[src/rtl/mips_loader_pkg.sv]
// Shared types and constants for the instruction-memory loader.
package mips_loader_pkg;

    typedef enum logic [2:0] {
        ST_IDLE  = 3'd0,
        ST_LOAD  = 3'd1,
        ST_WRITE = 3'd2,
        ST_CHECK = 3'd3,
        ST_DONE  = 3'd4
    } state_e;

    localparam logic [31:0] HALT_WORD      = 32'hFFFF_FFFF;
    localparam int unsigned BYTES_PER_WORD = 32'd4;
    localparam int unsigned ADDR_STEP      = 32'd4;

    function automatic logic [7:0] csum_update(input logic [7:0] csum, input logic [7:0] data);
        return csum ^ data;
    endfunction

endpackage

[src/rtl/byte_packer.sv]
// Packs a byte stream big-endian into words; o_word/o_word_valid are presented
// combinationally in the cycle the last byte of a word is strobed.
module byte_packer
    import mips_loader_pkg::*;
#(
    parameter int NB_BYTE = 8,
    parameter int NB_DATA = 32
) (
    input  logic               clk,
    input  logic               i_rst,
    input  logic               i_clr,
    input  logic               i_valid,
    input  logic [NB_BYTE-1:0] i_byte,
    output logic [NB_DATA-1:0] o_word,
    output logic               o_word_valid
);

    localparam int NB_SHIFT = NB_DATA - NB_BYTE;
    localparam logic [1:0] CNT_LAST = 2'(BYTES_PER_WORD - 32'd1);

    logic [NB_SHIFT-1:0] shift_q, shift_d;
    logic [1:0]          cnt_q, cnt_d;
    logic                last_s;

    assign last_s       = (cnt_q == CNT_LAST);
    assign o_word       = {shift_q, i_byte};
    assign o_word_valid = i_valid && last_s && !i_clr;

    // Shift/count next state; the register is emptied once a word completes.
    always_comb begin
        shift_d = shift_q;
        cnt_d   = cnt_q;
        if (i_clr) begin
            shift_d = '0;
            cnt_d   = 2'd0;
        end else if (i_valid) begin
            cnt_d = cnt_q + 2'd1;
            if (last_s) begin
                shift_d = '0;
            end else begin
                shift_d = {shift_q[NB_SHIFT-NB_BYTE-1:0], i_byte};
            end
        end else begin
            shift_d = shift_q;
        end
    end

    // Packer state registers.
    always_ff @(posedge clk) begin
        if (i_rst) begin
            shift_q <= '0;
            cnt_q   <= 2'd0;
        end else begin
            shift_q <= shift_d;
            cnt_q   <= cnt_d;
        end
    end

endmodule

[src/rtl/instr_mem_loader.sv]
// Loads 32-bit instructions from a UART byte stream into instruction RAM until HALT.
// Optional macro INSTR_MEM_LOADER_CHECKSUM_EN adds a trailing XOR checksum byte.
module instr_mem_loader
    import mips_loader_pkg::*;
#(
    parameter int          NB_DATA   = 32,
    parameter int          NB_ADDR   = 12,
    parameter int          NB_BYTE   = 8,
    parameter logic [31:0] HALT_WORD = mips_loader_pkg::HALT_WORD
) (
    input  logic               clk,
    input  logic               i_rst,
    input  logic               i_start,
    input  logic [NB_BYTE-1:0] i_rx_data,
    input  logic               i_rx_valid,
    output logic               o_we,
    output logic [NB_ADDR-1:0] o_addr,
    output logic [NB_DATA-1:0] o_data,
    output logic               o_busy,
    output logic               o_done,
    output logic               o_error,
    output logic [NB_ADDR-2:0] o_word_count
);

    localparam logic [NB_ADDR-1:0] ADDR_LAST = {{(NB_ADDR-2){1'b1}}, 2'b00};
    localparam logic [NB_ADDR-1:0] ADDR_INC  = NB_ADDR'(ADDR_STEP);
    localparam logic [NB_ADDR-2:0] CNT_ONE   = {{(NB_ADDR-2){1'b0}}, 1'b1};

    state_e             state_q, state_d;
    logic [NB_ADDR-1:0] addr_q, addr_d;
    logic [NB_ADDR-2:0] count_q, count_d;
    logic [NB_DATA-1:0] data_q, data_d;
    logic               we_q, we_d;
    logic               busy_q, busy_d;
    logic               done_q, done_d;
    logic               err_q, err_d;

    logic               start_s;
    logic               is_halt_s;
    logic               is_last_s;
    logic               pk_valid_s;
    logic [NB_DATA-1:0] pk_word_s;
    logic               pk_word_valid_s;

`ifdef INSTR_MEM_LOADER_CHECKSUM_EN
    logic [NB_BYTE-1:0] csum_q, csum_d;
`endif

    assign start_s   = i_start && ((state_q == ST_IDLE) || (state_q == ST_DONE));
    assign is_halt_s = (data_q == HALT_WORD);
    assign is_last_s = (addr_q == ADDR_LAST);
    // A byte in WRITE starts the next word only when the session continues.
    assign pk_valid_s = i_rx_valid &&
                        ((state_q == ST_LOAD) ||
                         ((state_q == ST_WRITE) && !is_halt_s && !is_last_s));

    byte_packer #(
        .NB_BYTE (NB_BYTE),
        .NB_DATA (NB_DATA)
    ) u_packer (
        .clk          (clk),
        .i_rst        (i_rst),
        .i_clr        (start_s),
        .i_valid      (pk_valid_s),
        .i_byte       (i_rx_data),
        .o_word       (pk_word_s),
        .o_word_valid (pk_word_valid_s)
    );

    // Next-state, address, count and error logic.
    always_comb begin
        state_d = state_q;
        addr_d  = addr_q;
        count_d = count_q;
        data_d  = data_q;
        err_d   = err_q;
`ifdef INSTR_MEM_LOADER_CHECKSUM_EN
        csum_d  = csum_q;
`endif
        case (state_q)
            ST_IDLE, ST_DONE: begin
                if (start_s) begin
                    state_d = ST_LOAD;
                    addr_d  = '0;
                    count_d = '0;
                    err_d   = 1'b0;
`ifdef INSTR_MEM_LOADER_CHECKSUM_EN
                    csum_d  = '0;
`endif
                end else begin
                    state_d = state_q;
                end
            end
            ST_LOAD: begin
                if (pk_word_valid_s) begin
                    state_d = ST_WRITE;
                    data_d  = pk_word_s;
                end else begin
                    state_d = ST_LOAD;
                end
            end
            ST_WRITE: begin
                if (is_halt_s) begin
`ifdef INSTR_MEM_LOADER_CHECKSUM_EN
                    // A byte arriving with the HALT write is already the checksum.
                    if (i_rx_valid) begin
                        state_d = ST_DONE;
                        err_d   = (i_rx_data != csum_q);
                    end else begin
                        state_d = ST_CHECK;
                    end
`else
                    state_d = ST_DONE;
`endif
                end else if (is_last_s) begin
                    state_d = ST_DONE;
                    err_d   = 1'b1;
                end else begin
                    state_d = ST_LOAD;
                    addr_d  = addr_q + ADDR_INC;
                    count_d = count_q + CNT_ONE;
                end
            end
`ifdef INSTR_MEM_LOADER_CHECKSUM_EN
            ST_CHECK: begin
                if (i_rx_valid) begin
                    state_d = ST_DONE;
                    err_d   = (i_rx_data != csum_q);
                end else begin
                    state_d = ST_CHECK;
                end
            end
`endif
            default: begin
                state_d = ST_IDLE;
            end
        endcase

`ifdef INSTR_MEM_LOADER_CHECKSUM_EN
        if (pk_valid_s) begin
            csum_d = csum_update(csum_q, i_rx_data);
        end else begin
            csum_d = csum_d;
        end
`endif

        we_d   = (state_d == ST_WRITE);
        busy_d = (state_d == ST_LOAD) || (state_d == ST_WRITE) || (state_d == ST_CHECK);
        done_d = (state_d == ST_DONE);
    end

    // State and output registers.
    always_ff @(posedge clk) begin
        if (i_rst) begin
            state_q <= ST_IDLE;
            addr_q  <= '0;
            count_q <= '0;
            data_q  <= '0;
            we_q    <= 1'b0;
            busy_q  <= 1'b0;
            done_q  <= 1'b0;
            err_q   <= 1'b0;
        end else begin
            state_q <= state_d;
            addr_q  <= addr_d;
            count_q <= count_d;
            data_q  <= data_d;
            we_q    <= we_d;
            busy_q  <= busy_d;
            done_q  <= done_d;
            err_q   <= err_d;
        end
    end

`ifdef INSTR_MEM_LOADER_CHECKSUM_EN
    // Running XOR of accepted bytes.
    always_ff @(posedge clk) begin
        if (i_rst) begin
            csum_q <= '0;
        end else begin
            csum_q <= csum_d;
        end
    end
`endif

    assign o_we         = we_q;
    assign o_addr       = addr_q;
    assign o_data       = data_q;
    assign o_busy       = busy_q;
    assign o_done       = done_q;
    assign o_error      = err_q;
    assign o_word_count = count_q;

endmodule

[config.mk]
export PLATFORM = sky130hd
export DESIGN_NAME = instr_mem_loader
export DESIGN_NICKNAME = d
export VERILOG_FILES = /design/src/rtl/mips_loader_pkg.sv /design/src/rtl/byte_packer.sv /design/src/rtl/instr_mem_loader.sv
export SDC_FILE = /design/constraint.sdc
export NUM_CORES = 1
export LEC_CHECK = 0
export CAP_MARGIN = 20
export CORE_ASPECT_RATIO = 1.4
export CORE_MARGIN = 2
export CORE_UTILIZATION = 36
export CTS_BUF_LIST = sky130_fd_sc_hd__clkbuf_4 sky130_fd_sc_hd__clkbuf_8 sky130_fd_sc_hd__clkbuf_16
export DETAILED_ROUTE_END_ITERATION = 16
export PLACE_DENSITY = 0.56
export SKIP_LAST_GASP = 1
export SYNTH_ARGS = -nofsm -noshare
export SYNTH_HDL_FRONTEND = slang
export SYNTH_SLANG_ARGS = --single-unit
[constraint.sdc]
create_clock -name clk -period 3.6 [get_ports clk]
set_input_delay 0.36 -clock clk [delete_from_list [all_inputs] [get_ports clk]]
set_output_delay 0.36 -clock clk [all_outputs]
set_load 0.02 [all_outputs]
==> results.json, run 1 <==
{
  "status": "complete, no violations",
  "first_pass_iters": 4,
  "pre_cts_ws_ns": 0.941,
  "p_leak_nw": 1.45,
  "seqPwrFrac_pct": 49.3,
  "grt-ovfl-total": 0,
  "crit_type": "register to register",
  "clock_skew_ns": 0.00629,
  "power_mw": 1.96,
  "die_height_um": 122,
  "postCtsHoldBufs": 0,
  "arrival_ns": 2.73,
  "hold_violations": 0,
  "synth-edff-count": 0,
  "post_cts_buffers": 0,
  "gp_congestion": 0.754,
  "routed_wl_um": 8950,
  "drt-initial-drc-count": 161,
  "end_kind": "register",
  "placed_cell_area_sq_um": 4320,
  "worstSetupStartpointType": "register",
  "max_slew_margin_pct": 39.6,
  "async_reset_ff_share_pct": 0,
  "port_buffers": 68,
  "htree_levels": 3,
  "vias": 3219,
  "r2r_start": "o_data[19]",
  "postSynthCellCount": 420,
  "drive_above_1_share_pct": 6.29,
  "stdcell_area_sq_um": 4610,
  "clockPowerShare_pct": 45.5,
  "utilization_pct": 47.1,
  "drtAntennaViolNets": 0,
  "seq_area_frac_synth_pct": 48.1,
  "maxSlewViolCount": 0,
  "rows": 43,
  "setup_slack_ns": 1.07,
  "grt_max_degree": 41,
  "fmax_mhz": 395,
  "wl_per_cell_um": 14.6,
  "required_ns": 3.79,
  "start_util_pct": 36.5,
  "reg2reg_depth": 6,
  "avgSynthCellArea_sq_um": 8.52,
  "io_pins": 71,
  "diodes": 0,
  "hold_path_class": "register to register",
  "ys_types": 40,
  "peakVddDrop_uv": 227,
  "fin_setup_tns_ns": 0,
  "period_minus_slack_ns": 2.53,
  "die_area_sq_um": 10800,
  "cts_buffer_depth": 2,
  "intPower_mw": 1.52,
  "track_usage_pct": 17.2,
  "synth.area.top_cells": "dfxtp_1, a21oi_1, nand2_1",
  "synthFlopType": "dfxtp_1",
  "yosysWarnings": 0,
  "cap_viol_max_count": 0,
  "grt_pass1_vias": 3117,
  "power.density_nw_per_um2": 425,
  "clock_latency_ns": 0.33,
  "path_clk_slew_ns": 0.06,
  "cts-root-buf": "clkbuf_16",
  "max_slew.worst_pin.slew_ns": 0.906,
  "post_cts_resize_count": 0,
  "clock_sinks": 86,
  "synth_area_leader_cell": "dfxtp_1",
  "cts_inserted_buffers": 9,
  "synthesis.area_sq_um": 3580,
  "viasPerCell": 5.26,
  "cts_tree": "built",
  "antenna_found_initial": 0,
  "startpoint": "o_data[19]",
  "crit-reg2reg-capture": "o_word_count[1]",
  "ff2ff_setup_slack_ns": 1.07,
  "pwr-share-comb_pct": 5.2,
  "drc": 0,
  "dp_hpwl_um": 6020,
  "final_nets": 488,
  "post-route-period-util_pct": 70.3,
  "core-area_sq_um": 9790,
  "switchingPower_uw": 442,
  "setup_violations": 0,
  "yosys_register_bits": 86,
  "critical_path.endpoint": "o_word_count[1]",
  "swShare_pct": 22.5,
  "cp_max_fo": 39,
  "grt_pass1_wl_um": 14700,
  "die_width_um": 88.2,
  "netlist.area_leader.share_pct": 48.1,
  "grt_setup_unrepaired": "false",
  "area_growth_pct": 28.9
}
layout make-up:
cell class / instances / area, sq um
clock buffers: 13 / 274
clock inverters: 3 / 17.5
fillers: 978 / 5180
inverters: 4 / 15.0
multi-input cells: 298 / 1700
flip-flops and latches: 86 / 1720
well taps: 135 / 169
repair buffers: 73 / 718
metal layers:
metal  global-route usage [%]  share of wire [%]
met5                        0                  0
met4                     7.29                1.5
met3                     2.71                3.2
met2                     29.6                 51
met1                     21.0                 44
sequential cells by signal (all words and copies together), names as in the netlist:
register          cells
o_busy                1
o_word_count         11
o_addr               10
o_data               32
o_done                1
state_q               3
u_packer.cnt_q        2
o_we                  1
o_error               1
u_packer.shift_q     24
stage by stage:
step / hold slack [ns] / std cells
floorplan: 0.428 / 421
detailed placement: 0.452 / 596
global placement: 0.449 / 596
finish: 0.455 / 612
global route: 0.489 / 612
CTS: 0.460 / 612
cell usage in the layout (no fill, tap or decap), types with 2 or more instances in the layout:
cell | Yosys | final
clkinv_2 | 0 | 2
buf_4 | 5 | 5
nand4_1 | 11 | 11
nand3_1 | 9 | 9
inv_1 | 4 | 4
nor4_1 | 3 | 3
ha_1 | 4 | 4
nor2_1 | 10 | 10
mux2i_1 | 2 | 2
nor3_1 | 2 | 2
or4_1 | 8 | 8
nand4b_1 | 24 | 24
and3_1 | 2 | 2
a21oi_1 | 74 | 74
or3_1 | 9 | 9
clkbuf_16 | 0 | 9
nand2_1 | 77 | 77
conb_1 | 1 | 2
nor3b_1 | 2 | 2
xor2_1 | 2 | 2
o31ai_1 | 5 | 5
o211ai_1 | 3 | 3
clkbuf_8 | 0 | 3
o21ai_0 | 33 | 33
a31oi_4 | 2 | 2
clkdlybuf4s50_1 | 0 | 68
dfxtp_1 | 86 | 86
how the worst min path moves through the flow:
stage                         startpoint         end  slack (ns)  cells after the start
finish              u_packer.shift_q[21]  o_data[29]        0.46                      2
detailed placement  u_packer.shift_q[21]  o_data[29]        0.45                      2
floorplan           u_packer.shift_q[16]  o_data[24]        0.43                      2
global route                  o_data[22]  o_data[22]        0.49                      2
CTS                 u_packer.shift_q[21]  o_data[29]        0.46                      2
global placement    u_packer.shift_q[21]  o_data[29]        0.45                      2
Yosys cell counts, drive strengths merged, types with 3 or more instances:
master	n
clkbuf	22
and3	3
inv	4
nand2	77
nand3	9
o31ai	5
nor4	3
a31oi	3
ha	4
buf	11
dfxtp	86
or4	8
nor2	10
nand4b	24
or3	9
a21oi	74
nor3b	4
o211ai	3
nand4	12
o21ai	34
power by group through the flow:
| stage | clock network [mW] | logic [mW] | registers, mW |
|---|---|---|---|
| after floorplan | 0 | 0.0664 | 0.990 |
| after global placement | 0 | 0.103 | 0.988 |
| after detailed placement | 0 | 0.102 | 0.988 |
| after CTS | 0.915 | 0.103 | 0.967 |
| after global routing | 0.950 | 0.112 | 0.968 |
| final | 0.893 | 0.102 | 0.967 |
critical path: stages, from the launching register on:
cell,delay (ns)
dfxtp_1,0.35
nand4_1,0.14
nor4_1,0.47
nand2_1,0.32
a31oi_4,0.79
mux2i_1,0.26
nor2_1,0.05
cell families (layout without fill, tap and decap cells):
logic type	count (synthesis)	in the layout	share of synthesized area (%)
multiplexers	2	2	0.560
other	1	2	0.105
buffers and inverters	37	93	4.55
AO/OA/AOI/OAI	124	124	19.3
XOR/XNOR	2	2	0.490
adder cells (fa/ha/maj)	4	4	1.40
flip-flops	86	86	48.1
AND/OR/NAND/NOR	164	164	25.5
(Power assumes the default switching activity.)
==> run 2, diff against run 1 <==
==> constraint.sdc (replaced) <==
create_clock -name clk -period 2.6 [get_ports clk]
set_input_delay 0.26 -clock clk [delete_from_list [all_inputs] [get_ports clk]]
set_output_delay 0.26 -clock clk [all_outputs]
set_load 0.02 [all_outputs]
==> run 2 against run 1 <==
Total power grew 40%. Clock-buffer cell count grew 3. Critical path depth grew 1. Wire length grew 3.0%. Fmax grew 23%. Register-to-register slack lost 0.52 ns.
==> results.json, run 2 (synthesized netlist as in run 1, its figures left out) <==
{
  "status": "complete, no violations",
  "crit_type": "register to register",
  "clock_skew_ns": 0.00387,
  "worstSetupStartpointType": "register",
  "drt-initial-drc-count": 210,
  "mostFrequentLayoutCell": "dfxtp_1",
  "maxSlewViolCount": 0,
  "slowest_delay_ns": 0.46,
  "largest_reg_flops": 32,
  "post-route-period-util_pct": 78.9,
  "cap_viol_max_count": 0,
  "post_cts_buffers": 0,
  "dp_hpwl_um": 6170,
  "max_slew_margin_pct": 65.1,
  "period_minus_slack_ns": 2.05,
  "antenna_found_initial": 0,
  "first_pass_iters": 4,
  "cts-root-buf": "clkbuf_16",
  "die_width_um": 88.2,
  "power.density_nw_per_um2": 585,
  "vias": 3305,
  "hold_ws_ns": 0.455,
  "grt-ovfl-total": 0,
  "routed_wl_um": 9220,
  "drc": 0,
  "drtAntennaViolNets": 0,
  "rows": 43,
  "fill_cells": 1006,
  "drive_above_1_share_pct": 8.02,
  "hold_start": "u_packer.shift_q[17]",
  "die_height_um": 122,
  "fmax_mhz": 487,
  "track_usage_pct": 17.6,
  "die_area_sq_um": 10800,
  "area_growth_pct": 31.7,
  "hold_violations": 0,
  "pwr-share-comb_pct": 5.7,
  "intPower_mw": 2.15,
  "diodes": 0,
  "post_cts_resize_count": 0,
  "final_nets": 497,
  "arrival_ns": 2.26,
  "gp_congestion": 0.758,
  "viasPerCell": 5.32,
  "grt_max_degree": 41,
  "slowest_stage": "a31o_2",
  "end_kind": "register",
  "peakVddDrop_uv": 347,
  "grt_setup_unrepaired": "false",
  "cts_inserted_buffers": 9,
  "cp_max_fo": 25,
  "r2r_start": "o_data[30]",
  "path_clk_slew_ns": 0.06,
  "p_leak_nw": 1.51,
  "seqPwrFrac_pct": 48.6,
  "cts_tree": "built",
  "cts_buffer_depth": 2,
  "grt_pass1_vias": 3136,
  "hold_path_class": "register to register",
  "fin_setup_tns_ns": 0,
  "htree_levels": 3,
  "core-area_sq_um": 9790,
  "switchingPower_uw": 601,
  "clock_sinks": 86,
  "required_ns": 2.81,
  "path_cells": "nand4_1, nor4_1, buf_4, nand2_1, a31o_2, nand4b_1, a21oi_1",
  "power_mw": 2.76,
  "placed_cell_area_sq_um": 4410,
  "startpoint": "o_data[30]",
  "clock_latency_ns": 0.33,
  "wl_per_cell_um": 14.8,
  "grt_pass1_wl_um": 15300,
  "io_pins": 71,
  "start_util_pct": 36.5,
  "swShare_pct": 21.8,
  "port_buffers": 68,
  "setup_violations": 0,
  "clockPowerShare_pct": 45.6,
  "mostFrequentLayoutCells": "dfxtp_1, nand2_1, a21oi_1",
  "max_slew.worst_pin.slew_ns": 0.524,
  "postCtsHoldBufs": 0,
  "stdcell_area_sq_um": 4710
}
run 2: cell count changes in the layout (fill, tap and decap cells not counted), sizes merged:
| cell | before | now |
|---|---|---|
| clkbuf | 13 | 16 |
| clkinvlp | 1 | 0 |
| clkinv | 2 | 0 |
| buf | 5 | 14 |
run 2: metal layers:
metal	up-vias	share of wire, %	wire [um]	GRT usage, %
li1	1633	-	-	-
met1	1575	46	4240	23.6
met2	84	49	4520	29.0
met3	13	3.3	306	1.90
met4	0	1.6	145	6.53
met5	-	0	0	0
run 2: metrics by stage:
step / instances / utilization [%] / setup WS [ns]
6_report: 621 / 48.1 / 0.548
5_1_grt: 621 / 48.1 / 0.365
4_1_cts: 621 / 48.1 / 0.553
3_5_place_dp: 605 / 45.1 / 0.447
3_3_place_gp: 605 / 45.1 / 0.459
2_1_floorplan: 421 / - / 0.594
run 2: final cells by class:
type	count	area, sq um	area share [%]
Sequential cell	86	1720	36.6
Multi-Input combinational cell	298	1700	36.0
Timing Repair Buffer	82	811	17.2
Clock buffer	16	297	6.30
Tap cell	135	169	3.59
Inverter	4	15.0	0.319
run 2: worst paths after layout:
kind	endpoint	slack [ns]	depth (start not counted)
max	u_packer.shift_q[8]	0.55	7
min	o_data[25]	0.46	2
max reg2reg	u_packer.shift_q[8]	0.55	7
min reg2reg	o_data[25]	0.46	2
run 2: power groups by stage:
stage / registers (mW) / clock network [mW] / logic [mW]
3_5_place_dp: 1.37 / 0 / 0.158
6_report: 1.34 / 1.26 / 0.158
5_1_grt: 1.34 / 1.33 / 0.173
3_3_place_gp: 1.37 / 0 / 0.157
2_1_floorplan: 1.37 / 0 / 0.0919
4_1_cts: 1.34 / 1.28 / 0.159
run 2: critical path, delay by kind of cell, from the launching register on:
kind                   cells  cell delay, ns
AND/OR/NAND/NOR            4            0.83
AO/OA/AOI/OAI              2            0.54
buffers and inverters      1            0.17
flip-flops                 1            0.38
==> run 3, diff against run 2 <==
--- a/config.mk
+++ b/config.mk
@@ -11,7 +11,7 @@
 export CORE_UTILIZATION = 36
 export CTS_BUF_LIST = sky130_fd_sc_hd__clkbuf_4 sky130_fd_sc_hd__clkbuf_8 sky130_fd_sc_hd__clkbuf_16
 export DETAILED_ROUTE_END_ITERATION = 16
-export PLACE_DENSITY = 0.56
+export PLACE_DENSITY = 0.58
 export SKIP_LAST_GASP = 1
 export SYNTH_ARGS = -nofsm -noshare
 export SYNTH_HDL_FRONTEND = slang
==> constraint.sdc (replaced) <==
create_clock -name clk -period 1.8 [get_ports clk]
set_input_delay 0.18 -clock clk [delete_from_list [all_inputs] [get_ports clk]]
set_output_delay 0.18 -clock clk [all_outputs]
set_load 0.02 [all_outputs]
==> run 3 against run 2 <==
The flow now finishes with violations (negative setup slack). Non-clock buffer count up 68. Hold slack worse by 0.028 ns. Clock power up 86%. Cell count up 11%. Clock-buffer cell count down 5. Setup slack worse by 0.66 ns. Total power up 68%. Sequential share of layout area down 5.2 points. Critical path type unchanged. Largest power group is now clock.
==> results.json, run 3 (synthesized netlist as in run 1, its figures left out) <==
{
  "path_clk_slew_ns": 0.06,
  "cts_tree": "built",
  "core-area_sq_um": 9790,
  "grt_max_degree": 41,
  "fill_cells": 922,
  "power.density_nw_per_um2": 814,
  "hold_start": "i_rx_data[2]",
  "utilization_pct": 58.2,
  "peakVddDrop_uv": 677,
  "crit_type": "register to register",
  "final_nets": 566,
  "clock_sinks": 86,
  "grt_setup_unrepaired": "true",
  "seqPwrFrac_pct": 41.2,
  "hold_ws_ns": 0.427,
  "rows": 43,
  "mostFrequentLayoutCell": "nand2_1",
  "arrival_ns": 2.17,
  "drc": 0,
  "hold_path_depth": 3,
  "swShare_pct": 21.1,
  "drt-initial-drc-count": 181,
  "setup_violations": 35,
  "cts_buffer_depth": 2,
  "largest_reg_flops": 32,
  "stdcell_area_sq_um": 5700,
  "grt-ovfl-total": 0,
  "reg2reg_depth": 8,
  "area_growth_pct": 59.4,
  "first_pass_iters": 4,
  "cp_max_fo": 5,
  "intPower_mw": 3.66,
  "pwr-share-comb_pct": 8.5,
  "grt_pass1_wl_um": 16800,
  "post-route-period-util_pct": 106,
  "setup_slack_ns": -0.109,
  "clock_latency_ns": 0.34,
  "worstSetupStartpointType": "register",
  "clockPowerShare_pct": 50.4,
  "power_mw": 4.64,
  "port_buffers": 68,
  "top_layer_used": "met4",
  "drt-met1-wl_um": 4300,
  "mostFrequentLayoutCells": "nand2_1, a21oi_1, buf_4",
  "cts_inserted_buffers": 9,
  "die_area_sq_um": 10800,
  "clock_skew_ns": 0.0141,
  "wl_met2_um": 5630,
  "maxSlewViolCount": 0,
  "dp_hpwl_um": 6610,
  "r2r_start": "o_addr[7]",
  "hold_path_class": "primary input to register",
  "htree_levels": 3,
  "vias": 3600,
  "hold_end": "o_data[2]",
  "crit-reg2reg-capture": "o_addr[7]",
  "wl_per_cell_um": 15.2,
  "start_util_pct": 36.5,
  "drtAntennaViolNets": 0,
  "routed_wl_um": 10500,
  "dr_wl_met3_um": 341,
  "fmax_mhz": 524,
  "track_usage_pct": 20.0,
  "switchingPower_uw": 978,
  "ff2ff_setup_slack_ns": -0.11,
  "placed_cell_area_sq_um": 4880,
  "die_height_um": 122,
  "period_minus_slack_ns": 1.91,
  "grt_pass1_vias": 3421,
  "gp_congestion": 0.792,
  "cts-root-buf": "clkbuf_16",
  "diodes": 0,
  "io_pins": 71,
  "required_ns": 2.06,
  "die_width_um": 88.2,
  "drive_above_1_share_pct": 30.8,
  "p_leak_nw": 2.03,
  "hold_violations": 0,
  "status": "finished, violations left",
  "violations": "negative setup slack",
  "end_kind": "register",
  "cap_viol_max_count": 0,
  "viasPerCell": 5.22,
  "antenna_found_initial": 0
}
==> run 3: cell count changes in the layout (fill, tap and decap cells not counted), moves of 12 or more <==
| cell | change |
|---|---|
| dfxtp_2 | +18 |
| buf_4 | +57 |
| o21ai_0 | -25 |
| dfxtp_4 | +12 |
| dfxtp_1 | -30 |
| o21ai_2 | +23 |
==> run 3: cell type report <==
cell class	instances	area [sq um]	area share (%)
Multi-Input combinational cell	299	1890	33.1
Sequential cell	86	1790	31.4
Timing Repair Buffer	150	1460	25.6
Clock buffer	11	253	4.43
Tap cell	135	169	2.96
Clock inverter	5	129	2.26
Inverter	4	15.0	0.263
==> run 3: power by group through the flow <==
stage,logic [mW],clock network [mW],registers (mW)
floorplan,0.137,0,1.96
global placement,0.255,0,1.95
detailed placement,0.256,0,1.95
CTS,0.338,2.37,1.91
global route,0.419,2.45,1.91
finish,0.393,2.34,1.91
==> run 3: worst max path at each step <==
| stage | slack (ns) | startpoint | endpoint |
|---|---|---|---|
| finish | -0.11 | o_addr[7] | o_addr[7] |
| global placement | -0.22 | i_start | o_addr[5] |
| CTS | -0.12 | o_addr[7] | o_addr[7] |
| global route | -0.19 | o_addr[7] | u_packer.cnt_q[0] |
| floorplan | 0.01 | o_addr[7] | o_word_count[10] |
| detailed placement | -0.27 | i_start | o_word_count[7] |
==> run 3: what timing repair did <==
action / 4_1_cts / 5_1_grt
gates resized for setup: 29 / 47
setup endpoints to repair: 44 / 83
cloned: 5 / 1
pin swaps: 10 / 43
buffers inserted: 4 / 7
hold buffers: 0 / 0
==> run 3: critical path: stages (launching register included) <==
cell and delay [ns]:
dfxtp_4 0.34, and4_4 0.18, and3_4 0.19, nand4_4 0.11, a31oi_4 0.12, buf_12 0.16
buf_16 0.13, or4_4 0.46, a21oi_1 0.14
==> run 3: stage by stage <==
stage               cells  setup TNS, ns  setup slack [ns]
floorplan             421              0            0.0109
global placement      658          -5.88            -0.222
detailed placement    658          -7.17            -0.268
CTS                   683          -2.92            -0.120
global route          690          -5.90            -0.194
finish                690          -1.35            -0.109
==> run 3: per-layer routing <==
| layer | vias up | GRT usage [%] |
|---|---|---|
| met3 | 16 | 3.39 |
| met1 | 1714 | 24.5 |
| met5 | - | 0 |
| met4 | 0 | 6.82 |
| met2 | 85 | 34.9 |
| li1 | 1785 | - |
